===== config.mk =====
export PLATFORM = sky130hd
export DESIGN_NAME = val_ready_fifo
export DESIGN_NICKNAME = d
export VERILOG_FILES = /design/src/rtl/val_ready_fifo.sv
export SDC_FILE = /design/constraint.sdc
export NUM_CORES = 1
export LEC_CHECK = 0
export CORE_UTILIZATION = 45
export DETAILED_ROUTE_END_ITERATION = 16
export GPL_ROUTABILITY_DRIVEN = 0
export PLACE_DENSITY = 0.66
export SETUP_SLACK_MARGIN = 0.1
export SLEW_MARGIN = 40
export SYNTH_ARGS = -nofsm -noshare
export SYNTH_HDL_FRONTEND = slang
export SYNTH_SLANG_ARGS = --single-unit

===== constraint.sdc =====
create_clock -name clk_i -period 2.55 [get_ports clk_i]
set_input_delay 0.51 -clock clk_i [delete_from_list [all_inputs] [get_ports clk_i]]
set_output_delay 0.51 -clock clk_i [all_outputs]
set_load 0.01 [all_outputs]

===== src/rtl/val_ready_fifo.sv =====
// val_ready_fifo: parameterised synchronous first-word-fall-through FIFO with
// valid/ready handshakes on both sides. The upstream ready and downstream valid
// flags come straight from registers, so no combinational path runs from
// ready_i to ready_o.
module val_ready_fifo #(
    parameter int DW    = 8,
    parameter int DEPTH = 4,
    parameter int CW    = $clog2(DEPTH) + 1
) (
    input  logic          clk_i,
    input  logic          rst_i,
    input  logic          valid_i,
    output logic          ready_o,
    input  logic [DW-1:0] data_in,
    output logic          valid_o,
    input  logic          ready_i,
    output logic [DW-1:0] data_out,
    output logic [CW-1:0] count_o
);

    localparam int AW = $clog2(DEPTH);

    logic [DW-1:0] mem_r [DEPTH];
    logic [AW-1:0] wr_ptr_r;
    logic [AW-1:0] rd_ptr_r;
    logic [CW-1:0] count_r;
    logic          ready_r;
    logic          valid_r;

    logic          push_s;
    logic          pop_s;
    logic [CW-1:0] count_nxt_s;

    // Handshake qualification uses only the registered flags, so a full FIFO
    // ignores valid_i and an empty FIFO ignores ready_i.
    assign push_s = valid_i & ready_r;
    assign pop_s  = valid_r & ready_i;

    // Next occupancy: push and pop on the same edge cancel out.
    always_comb begin
        count_nxt_s = count_r;
        case ({push_s, pop_s})
            2'b10:   count_nxt_s = count_r + CW'(1);
            2'b01:   count_nxt_s = count_r - CW'(1);
            default: count_nxt_s = count_r;
        endcase
    end

    // Storage array: cleared on reset, written at wr_ptr on an accepted push.
    always_ff @(posedge clk_i or negedge rst_i) begin
        if (!rst_i) begin
            for (int i = 0; i < DEPTH; i++) begin
                mem_r[i] <= '0;
            end
        end else if (push_s) begin
            mem_r[wr_ptr_r] <= data_in;
        end else begin
            mem_r[wr_ptr_r] <= mem_r[wr_ptr_r];
        end
    end

    // Pointers, occupancy and the registered ready/valid flags.
    always_ff @(posedge clk_i or negedge rst_i) begin
        if (!rst_i) begin
            wr_ptr_r <= '0;
            rd_ptr_r <= '0;
            count_r  <= '0;
            ready_r  <= 1'b1;
            valid_r  <= 1'b0;
        end else begin
            if (push_s) begin
                wr_ptr_r <= wr_ptr_r + AW'(1);
            end else begin
                wr_ptr_r <= wr_ptr_r;
            end
            if (pop_s) begin
                rd_ptr_r <= rd_ptr_r + AW'(1);
            end else begin
                rd_ptr_r <= rd_ptr_r;
            end
            count_r <= count_nxt_s;
            ready_r <= (count_nxt_s != CW'(DEPTH));
            valid_r <= (count_nxt_s != CW'(0));
        end
    end

    // Head word is presented straight from storage (fall-through); while the
    // FIFO is empty it shows whatever stale word sits at rd_ptr.
    assign data_out = mem_r[rd_ptr_r];
    assign ready_o  = ready_r;
    assign valid_o  = valid_r;
    assign count_o  = count_r;

endmodule

======== Word level (Yosys, flattened, before mapping) ========
Index checks and enable logic that the tools add are counted.
storage, ports and cells
  bits in registers ....................... 41
  output and inout port bits .............. 13
cells by class
  muxes and demuxes ....................... 12
  magnitude comparators ................... 3
  add/sub/neg operators ................... 4
  bitwise operators ....................... 4
  equal/unequal tests ..................... 3
  reductions and logical operators ........ 2
operators with widths
  kind                 count
  $bwmux 32            2
  $mux 8               5
  $bmux 8 s2           2
  $mux 32              1
  $demux 8 s2          1
  $ge 3x3->1 const B   2
  $not 2->3            2
  $pmux 3 s2           1
  $add 2x1->2 const B  2
  $add 3x1->3 const B  1
  $lt 3x1->1 const B   1
  $ne 3x3->1 const B   1
  $reduce_bool 3->1    1
  $sub 3x1->3 const B  1
  $and 1x1->1          2
  $eq 2x1->1 const B   1
  $eq 2x2->1 const B   1
  $logic_and 1x1->1    1

======== Longest topological paths before layout ========
Gate-level depths: netlist (run 1).
  depth after elaboration ................. 7
  gate-level depth with buffers ........... 9

======== Worst setup path after synthesis (run 1) ========
OpenSTA, ideal clock, no wires.
  path type ............................... input port to flip-flop
  from .................................... input port valid_i
  to ...................................... register valid_r, in the netlist valid_o
  slack ................................... 0.182 ns
  setup time .............................. 0.132 ns
  stages .................................. 9
  arrival time ............................ 2.236 ns
  cells stage by stage .................... and2_1 buf_4 inv_2 ha_1 inv_1 fa_1 xor2_1 o21a_1 or3b_1
on the way
  cells in the longest elaborated chain, start to end .. 4
RTL lines
  what                                      line  source
  start, declared                           12    input logic valid_i,
  $and 1x1->1 (*)                           36    assign push_s = valid_i & ready_r;
  $eq 2x1->1 or $eq 2x2->1 (tied branches)  42    case ({push_s, pop_s})
  $pmux 3 s2 (*)                            42
  $reduce_bool 3->1 (*)                     83    valid_r <= (count_nxt_s != CW'(0));
  end signal, assigned                      83
  end, declared                             28    logic valid_r;
Mark *: on every way between the ends. The rest lies on a longest branch, timed or not.
A chain may end at the register's enable or synchronous reset.

======== Worst setup path after layout (run 1) ========
  from .................................... register rd_ptr_r[0]
  to ...................................... output port data_out[5]
on the way
  cells in the longest elaborated chain, start to end .. 4
RTL lines
  what                                       line  source
  start, declared                            25    logic [AW-1:0] rd_ptr_r;
  start signal, assigned                     77    rd_ptr_r <= rd_ptr_r + AW'(1);
  start signal, assigned                     79    rd_ptr_r <= rd_ptr_r;
  $not 2->3 (implied by the code)            89    assign data_out = mem_r[rd_ptr_r];
  $bmux 8 s2                                 89
  $mux 8 (implied by the code) (2 in a row)  89
  end, declared                              17    output logic [DW-1:0] data_out,
Every way passes these cells. The select of a mux whose other input is x is not followed.

==> results.cfg, run 1 <==
[sta]
finalCritPeriodShare_pct = 92.8
rsz0062_at_grt = false
slew_headroom_pct = 58.5
slew_viol_final = 0
skew_ns = 0.00501
timing.final.ws_setup_ns = 0.183
hold_viol_final = 0
post-route-min-period_ns = 2.37
max_freq_mhz = 423
tightest_slew_ns = 0.623
setup_viol = 0

[clock_tree]
tritoncts = done
cts_made_buffers = 5
clk_pin_slew_ns = 0.08
clk_root_buffer_cell = clkbuf_8
hold_buffers = 0
clk_path_buf_depth = 2
clock-sinks = 41
clk_latency_ns = 0.30
cts_setup_buffers = 0
htree_levels = 2

[yosys]
synth_top_cells_by_area = dfrtp_1, mux4_2, mux2_2
yosys.area.top_type = dfrtp_1
syn_avg_cell_area_um2 = 11.1
synth-seq-area-share_pct = 46.0
synthCells = 201
syn_nets = 219
netlist_area_um2 = 2230
synthDistinctLibCells = 34
synth_top_area_share_pct = 44.8
yosys_warnings = 0
ys_ff_latch = 41

[setup_path]
critPathLaunchType = flip-flop
crit_type = flip-flop to output port
cp-end-kind = output port
critical_path_arrival_ns = 1.86
critPathRequiredTime_ns = 2.04
crit_path_max_fanout = 6
r2r_slack_ns = 0.44

[floorplan]
rows = 25
start_util_pct = 47.0
dieArea_um2 = 5250
boundaryPins = 25
die_h_um = 72.5
die_w_um = 72.5
core-area_um2 = 4750

[detailed_routing]
drtAntennaViolNets = 0
wl_per_cell_um = 15.9
routed_wirelength_um = 4770
vias_per_cell = 5.51
vias = 1652
route.detailed.drc = 0
firstDrtPassIters = 4
drtIter0Drc = 185

[placed_design]
place_ws_ns = -0.189
dp.cells = 292
hpwl_um = 3150
io_buffers = 24

[status]
status = completed

[min_path]
hold_class = primary input to asynchronous set/reset pin

[pwr]
cellPowerDensity_nw_per_um2 = 1450
p_leak_nw = 1.14
worst_ir_drop_vdd_v = 0.000600
power_w = 0.00391

[cells_and_area]
syn_to_final_growth_pct = 20.7
diodes = 0
final_common_cell = dfrtp_1
nets = 250
drive_gt1_share_pct = 24.0
mostFrequentLayoutCells = dfrtp_1, clkdlybuf4s50_1, inv_1
final_cell_count_no_fill = 300

[run]
maxCapViolCount = 0

[grt]
grt_max_degree = 23
busiest_layer = met2
grt_pass1_wl_um = 8000
use_met2_pct = 30.3
grt_usage_pct = 20.8
grt_use_met3_pct = 3.33
grt_pass1_vias = 1583
gr-total-overflow = 0
gr-usage-met1_pct = 30.1
antenna_found_initial = 0
## sequential cells by signal (all words and copies together), names as in the netlist
register and cells:
count_o 3, mem_r 32, rd_ptr_r 2, ready_o 1, valid_o 1, wr_ptr_r 2
## synth_stat cells, drive strengths merged
master / n
a21bo: 1
a21boi: 1
a21o: 1
a21oi: 1
a22oi: 4
a31o: 1
a31oi: 16
and2: 2
and3b: 1
buf: 5
clkbuf: 5
dfrtp: 40
dfstp: 1
fa: 1
ha: 5
inv: 22
mux2: 16
mux2i: 1
mux4: 8
nand2: 7
nor2: 16
nor3: 1
o21a: 1
o21ai: 17
o22ai: 20
or2: 1
or3b: 1
xnor2: 3
xor2: 2
## logic make-up (layout without fill, tap and decap cells)
group                    after synthesis  in the layout  synth area share, %
adder cells (fa/ha/maj)                6              6                 3.70
buffers and inverters                 32             64                 6.05
XOR/XNOR                               5              5                 1.96
AND/OR/NAND/NOR                       29             29                 5.71
AO/OA/AOI/OAI                         63             63                 19.3
multiplexers                          25             25                 17.3
flip-flops                            41             41                 46.0
## metrics by stage
| step | TNS, ns | util (%) | hold WS [ns] | area, um^2 |
|---|---|---|---|---|
| final | 0 | 56.7 | 0.173 | 2700 |
| after global routing | 0 | 56.7 | 0.212 | 2700 |
| after CTS | 0 | 56.6 | 0.184 | 2690 |
| after detailed placement | -0.300 | 54.2 | 0.504 | 2570 |
| after global placement | -0.189 | 54.2 | 0.504 | 2570 |
| after floorplan | 0 | - | 0.214 | 2230 |
## report_power, final
group / switching, W / internal (W) / total [W]
combinational: 0.000924 / 0.00113 / 0.00205
clock: 0.000225 / 0.000319 / 0.000545
sequential: 0.000328 / 0.000982 / 0.00131
total: 0.00148 / 0.00243 / 0.00391
## path summary, 6_finish.rpt
check | start | end | cells after the start
max | rd_ptr_r[0]$_DFFE_PN0N_ | data_out[5] | 3
min | rst_i | mem_r[22]$_DFFE_PN0P_ | 1
max reg2reg | ready_o$_DFF_PN1_ | valid_o$_DFF_PN0_ | 8
min reg2reg | count_o[0]$_DFF_PN0_ | count_o[0]$_DFF_PN0_ | 1
max in group asynchronous | rst_i | ready_o$_DFF_PN1_ | 2
min in group clk_i | count_o[0]$_DFF_PN0_ | count_o[0]$_DFF_PN0_ | 1
## routing by layer
metal / part of all wire (%) / up-vias
li1: - / 796
met1: 49 / 813
met2: 46 / 34
met3: 3.3 / 9
met4: 2.5 / 0
met5: 0 / -
## area by class of cell
cell class | count | area (um^2)
Fill cell | 450 | 2060
Sequential cell | 41 | 1030
Timing Repair Buffer | 34 | 313
Multi-Input combinational cell | 128 | 1070
Inverter | 22 | 82.6
Clock buffer | 7 | 86.3
Tap cell | 67 | 83.8
Clock inverter | 1 | 30.0
## repair_timing
item,4_1_cts,5_1_grt
resized for setup,0,2
hold endpoints to repair,0,0
setup endpoints to repair,0,1
## worst max-delay path, cell delays in order (launching register included)
cell and delay [ns]:
dfrtp_1 0.35, buf_4 0.21, mux4_2 0.51, clkdlybuf4s50_1 0.49
(Power assumes the default switching activity.)
==> run 2: changes to the inputs <==
- CORE_UTILIZATION: 45 -> 56
- PLACE_DENSITY: 0.66 -> 0.79
==> results.cfg, run 2 (synthesized netlist as in run 1, its figures left out) <==
[status]
status = completed

[detailed_routing]
firstDrtPassIters = 4
wl_per_cell_um = 17.2
drtAntennaViolNets = 0
vias_per_cell = 6.11
route.detailed.drc = 0
vias = 1699
drtIter0Drc = 160
routed_wirelength_um = 4790

[cells_and_area]
regMostFlops = mem_r
multi_input_area_um2 = 1070
nets = 247
final_core_util_pct = 70.9
final_area_um2 = 2650
largest_reg_flops = 32
seq_area_um2 = 1030
fillers = 293
drive_gt1_share_pct = 23.0
final_common_cell = dfrtp_1
mostFrequentLayoutCells = dfrtp_1, clkdlybuf4s50_1, inv_1
final_cell_count_no_fill = 278
syn_to_final_growth_pct = 18.8
diodes = 0

[clock_tree]
clk_path_buf_depth = 2
tritoncts = done
clk_latency_ns = 0.29
clk_pin_slew_ns = 0.08
clk_root_buffer_cell = clkbuf_8
hold_buffers = 0
cts_setup_buffers = 0
cts_made_buffers = 5
clock-sinks = 41
htree_levels = 2

[pwr]
cellPowerDensity_nw_per_um2 = 1480
worst_ir_drop_vdd_v = 0.000803
p_leak_nw = 1.13

[sta]
finalCritPeriodShare_pct = 91.8
post-route-min-period_ns = 2.34
skew_ns = 0.00891
max_freq_mhz = 427
timing.final.ws_setup_ns = 0.208
slew_viol_final = 0
hold_viol_final = 0
tightest_slew_ns = 0.608
setup_viol = 0
setup_tns_ns = 0
rsz0062_at_grt = false
slew_headroom_pct = 59.5

[placed_design]
dp.cells = 270
place_ws_ns = -0.193
hpwl_um = 3240
io_buffers = 24
dpl_cell_area_um2 = 2530

[grt]
grt_pass1_wl_um = 8310
grt_usage_pct = 26.2
gr-total-overflow = 0
antenna_found_initial = 0
grt_pass1_vias = 1790
grt_max_degree = 42

[setup_path]
crit_path_max_fanout = 9
worstRegToRegCells = 8
crit_type = flip-flop to output port
cp-end-kind = output port
critPathLaunchType = flip-flop
critPathRequiredTime_ns = 2.04
critical_path_arrival_ns = 1.83

[floorplan]
dieArea_um2 = 4240
boundaryPins = 25
core-area_um2 = 3740
die_w_um = 65.2
rows = 22
die_h_um = 65.2
start_util_pct = 59.7

[min_path]
hold_class = primary input to asynchronous set/reset pin

[run]
maxCapViolCount = 0
==> run 2: cell types whose count changed in the layout (fill, tap and decap cells not counted) <==
cell,delta
buf_4,-2
buf_2,-1
==> run 2: critical path, stage by stage, from the launching register on <==
cell	delay, ns
dfrtp_1	0.65
mux4_2	0.40
clkdlybuf4s50_1	0.49
==> run 2: worst paths after layout <==
check                                        startpoint               endpoint  slack, ns
worst min-delay path                              rst_i  mem_r[22]$_DFFE_PN0P_       0.18
min in group clk_i                 count_o[0]$_DFF_PN0_   count_o[0]$_DFF_PN0_       0.53
worst min register to register     count_o[0]$_DFF_PN0_   count_o[0]$_DFF_PN0_       0.53
worst max-delay path            rd_ptr_r[1]$_DFFE_PN0N_            data_out[2]       0.21
max in group asynchronous                         rst_i      ready_o$_DFF_PN1_       1.99
worst max register to register        ready_o$_DFF_PN1_      valid_o$_DFF_PN0_       0.43
==> run 2: per-layer routing <==
metal	part of all wire (%)	vias up	routed length [um]	GRT usage [%]
met1	44	854	2090	34.3
met2	50	54	2390	43.8
met3	5.9	4	284	5.03
met4	0.63	0	30	8.97
met5	0	-	0	0
li1	-	787	-	-
==> run 2: area by class of cell <==
class / instances / share of cell area (%)
clock inverter: 1 / 1.13
timing repair buffer: 31 / 11.0
sequential: 41 / 38.7
inverter: 22 / 3.11
clock buffer: 7 / 3.25
tap: 48 / 2.26
multi-input combinational: 128 / 40.5
==> run 2: where the power goes <==
part	internal (W)	switching [W]	leakage, nW	total [W]
clock	0.000319	0.000221	0.0585	0.000541
combinational	0.00112	0.000943	0.598	0.00206
sequential	0.000982	0.000334	0.473	0.00132
==> run 2: per-stage QoR <==
| step | hold WS, ns | power, W |
|---|---|---|
| after floorplan | 0.214 | 0.00269 |
| after global placement | 0.519 | 0.00325 |
| after detailed placement | 0.522 | 0.00338 |
| after CTS | 0.210 | 0.00393 |
| after global routing | 0.222 | 0.00419 |
| final | 0.185 | 0.00392 |
==> run 2: what timing repair did <==
item,CTS,global route
cloned,0,0
setup endpoints to repair,1,1
gates resized for setup,1,1
==> run 3: changes to the inputs <==
- SLEW_MARGIN: 40 -> 20
==> results.cfg, run 3 (synthesized netlist as in run 1, its figures left out) <==
[floorplan]
die_w_um = 65.2
dieArea_um2 = 4240
boundaryPins = 25
rows = 22
core-area_um2 = 3740
die_h_um = 65.2
start_util_pct = 59.7

[detailed_routing]
vias = 1703
vias_per_cell = 6.13
routed_wirelength_um = 4800
drtIter0Drc = 160
firstDrtPassIters = 4
drtAntennaViolNets = 0
wl_per_cell_um = 17.3
route.detailed.drc = 0

[setup_path]
crit_type = flip-flop to output port
slowest_delay_ns = 0.65
critPathLaunchType = flip-flop
crit_path_max_fanout = 9
cp-end-kind = output port
crit_chain = mux4_2, clkdlybuf4s50_1
critical_path_arrival_ns = 1.83
critPathRequiredTime_ns = 2.04
slowest_stage = dfrtp_1

[pwr]
worst_ir_drop_vdd_v = 0.000803
power_switching_w = 0.00150
intPower_w = 0.00242
p_comb_share_pct = 52.6
p_seq_share_pct = 33.6
power_frac_clock_pct = 13.8
p_leak_nw = 1.13
cellPowerDensity_nw_per_um2 = 1480
p_sw_share_pct = 38.3

[sta]
tightest_slew_ns = 0.899
finalCritPeriodShare_pct = 91.7
post-route-min-period_ns = 2.34
hold_ws_ns = 0.341
setup_viol = 0
slew_headroom_pct = 40.1
hold_viol_final = 0
skew_ns = 0.00892
slew_viol_final = 0
rsz0062_at_grt = false
max_freq_mhz = 428

[clock_tree]
clk_latency_ns = 0.29
clk_root_buffer_cell = clkbuf_8
tritoncts = done
clock-sinks = 41
cts_setup_buffers = 0
cts_made_buffers = 5
clk_path_buf_depth = 2
clk_pin_slew_ns = 0.08
htree_levels = 2

[grt]
grt_usage_pct = 26.2
gr-total-overflow = 0
grt_pass1_wl_um = 8310
grt_pass1_vias = 1790
grt_max_degree = 42
antenna_found_initial = 0

[cells_and_area]
diodes = 0
syn_to_final_growth_pct = 18.7
mostFrequentLayoutCells = dfrtp_1, clkdlybuf4s50_1, inv_1
final_cell_count_no_fill = 278
nets = 247
final_area_um2 = 2650
drive_gt1_share_pct = 23.0
regMostFlops = mem_r
final_common_cell = dfrtp_1
largest_reg_flops = 32

[min_path]
hold_class = primary input to asynchronous set/reset pin

[status]
status = completed

[placed_design]
dpl_cell_area_um2 = 2530
dp.cells = 270
io_buffers = 24
hpwl_um = 3240

[run]
maxCapViolCount = 0
-- run 3: timing repair --
item                       4_1_cts  5_1_grt
hold endpoints to repair         0        0
hold buffers                     0        0
resized for setup                1        1
setup endpoints to repair        1        1
-- run 3: path summary, 6_finish.rpt --
check	from	endpoint	slack (ns)	cells after the start
min	rst_i	mem_r[22]$_DFFE_PN0P_	0.34	1
max	rd_ptr_r[1]$_DFFE_PN0N_	data_out[2]	0.21	2
min reg2reg	count_o[0]$_DFF_PN0_	count_o[0]$_DFF_PN0_	0.53	1
max reg2reg	ready_o$_DFF_PN1_	valid_o$_DFF_PN0_	0.43	8
min in group clk_i	count_o[0]$_DFF_PN0_	count_o[0]$_DFF_PN0_	0.53	1
max in group asynchronous	rst_i	mem_r[10]$_DFFE_PN0P_	1.64	1
-- run 3: per-stage QoR --
step | setup WS (ns) | util [%] | power (W) | setup TNS [ns]
after global placement | -0.118 | 67.5 | 0.00325 | -0.155
after floorplan | 0.182 | - | 0.00269 | 0
after CTS | 0.112 | 70.7 | 0.00392 | 0
after global routing | 0.140 | 70.8 | 0.00419 | 0
final | 0.211 | 70.8 | 0.00392 | 0
after detailed placement | -0.193 | 67.5 | 0.00338 | -0.303
-- run 3: worst max-delay path, delay by kind of cell (launching register included) --
kind / cells / cell delay [ns]
muxes: 1 / 0.40
DFF: 1 / 0.65
buffers and inverters: 1 / 0.49
-- run 3: metal layers --
metal,GRT usage (%),vias to the layer above,wire (um),part of all wire [%]
met5,0,-,0,0
met4,8.97,0,30,0.63
met3,5.03,4,299,6.2
met2,43.8,56,2390,50
met1,34.3,856,2080,43
li1,-,787,-,-
-- run 3: layout make-up --
| type | count | area (um^2) |
|---|---|---|
| Clock buffer | 7 | 86.3 |
| Clock inverter | 1 | 30.0 |
| Fill cell | 293 | 1090 |
| Inverter | 22 | 82.6 |
| Multi-Input combinational cell | 128 | 1070 |
| Sequential cell | 41 | 1030 |
| Tap cell | 48 | 60.1 |
| Timing Repair Buffer | 31 | 290 |
-- run 3: power by group through the flow --
| stage | combinational, W | clock (W) | sequential [W] |
|---|---|---|---|
| 3_3_place_gp | 0.00196 | 0 | 0.00128 |
| 3_5_place_dp | 0.00205 | 0 | 0.00132 |
| 4_1_cts | 0.00206 | 0.000549 | 0.00131 |
| 6_report | 0.00206 | 0.000541 | 0.00131 |
| 5_1_grt | 0.00226 | 0.000574 | 0.00136 |
| 2_1_floorplan | 0.00152 | 0 | 0.00117 |
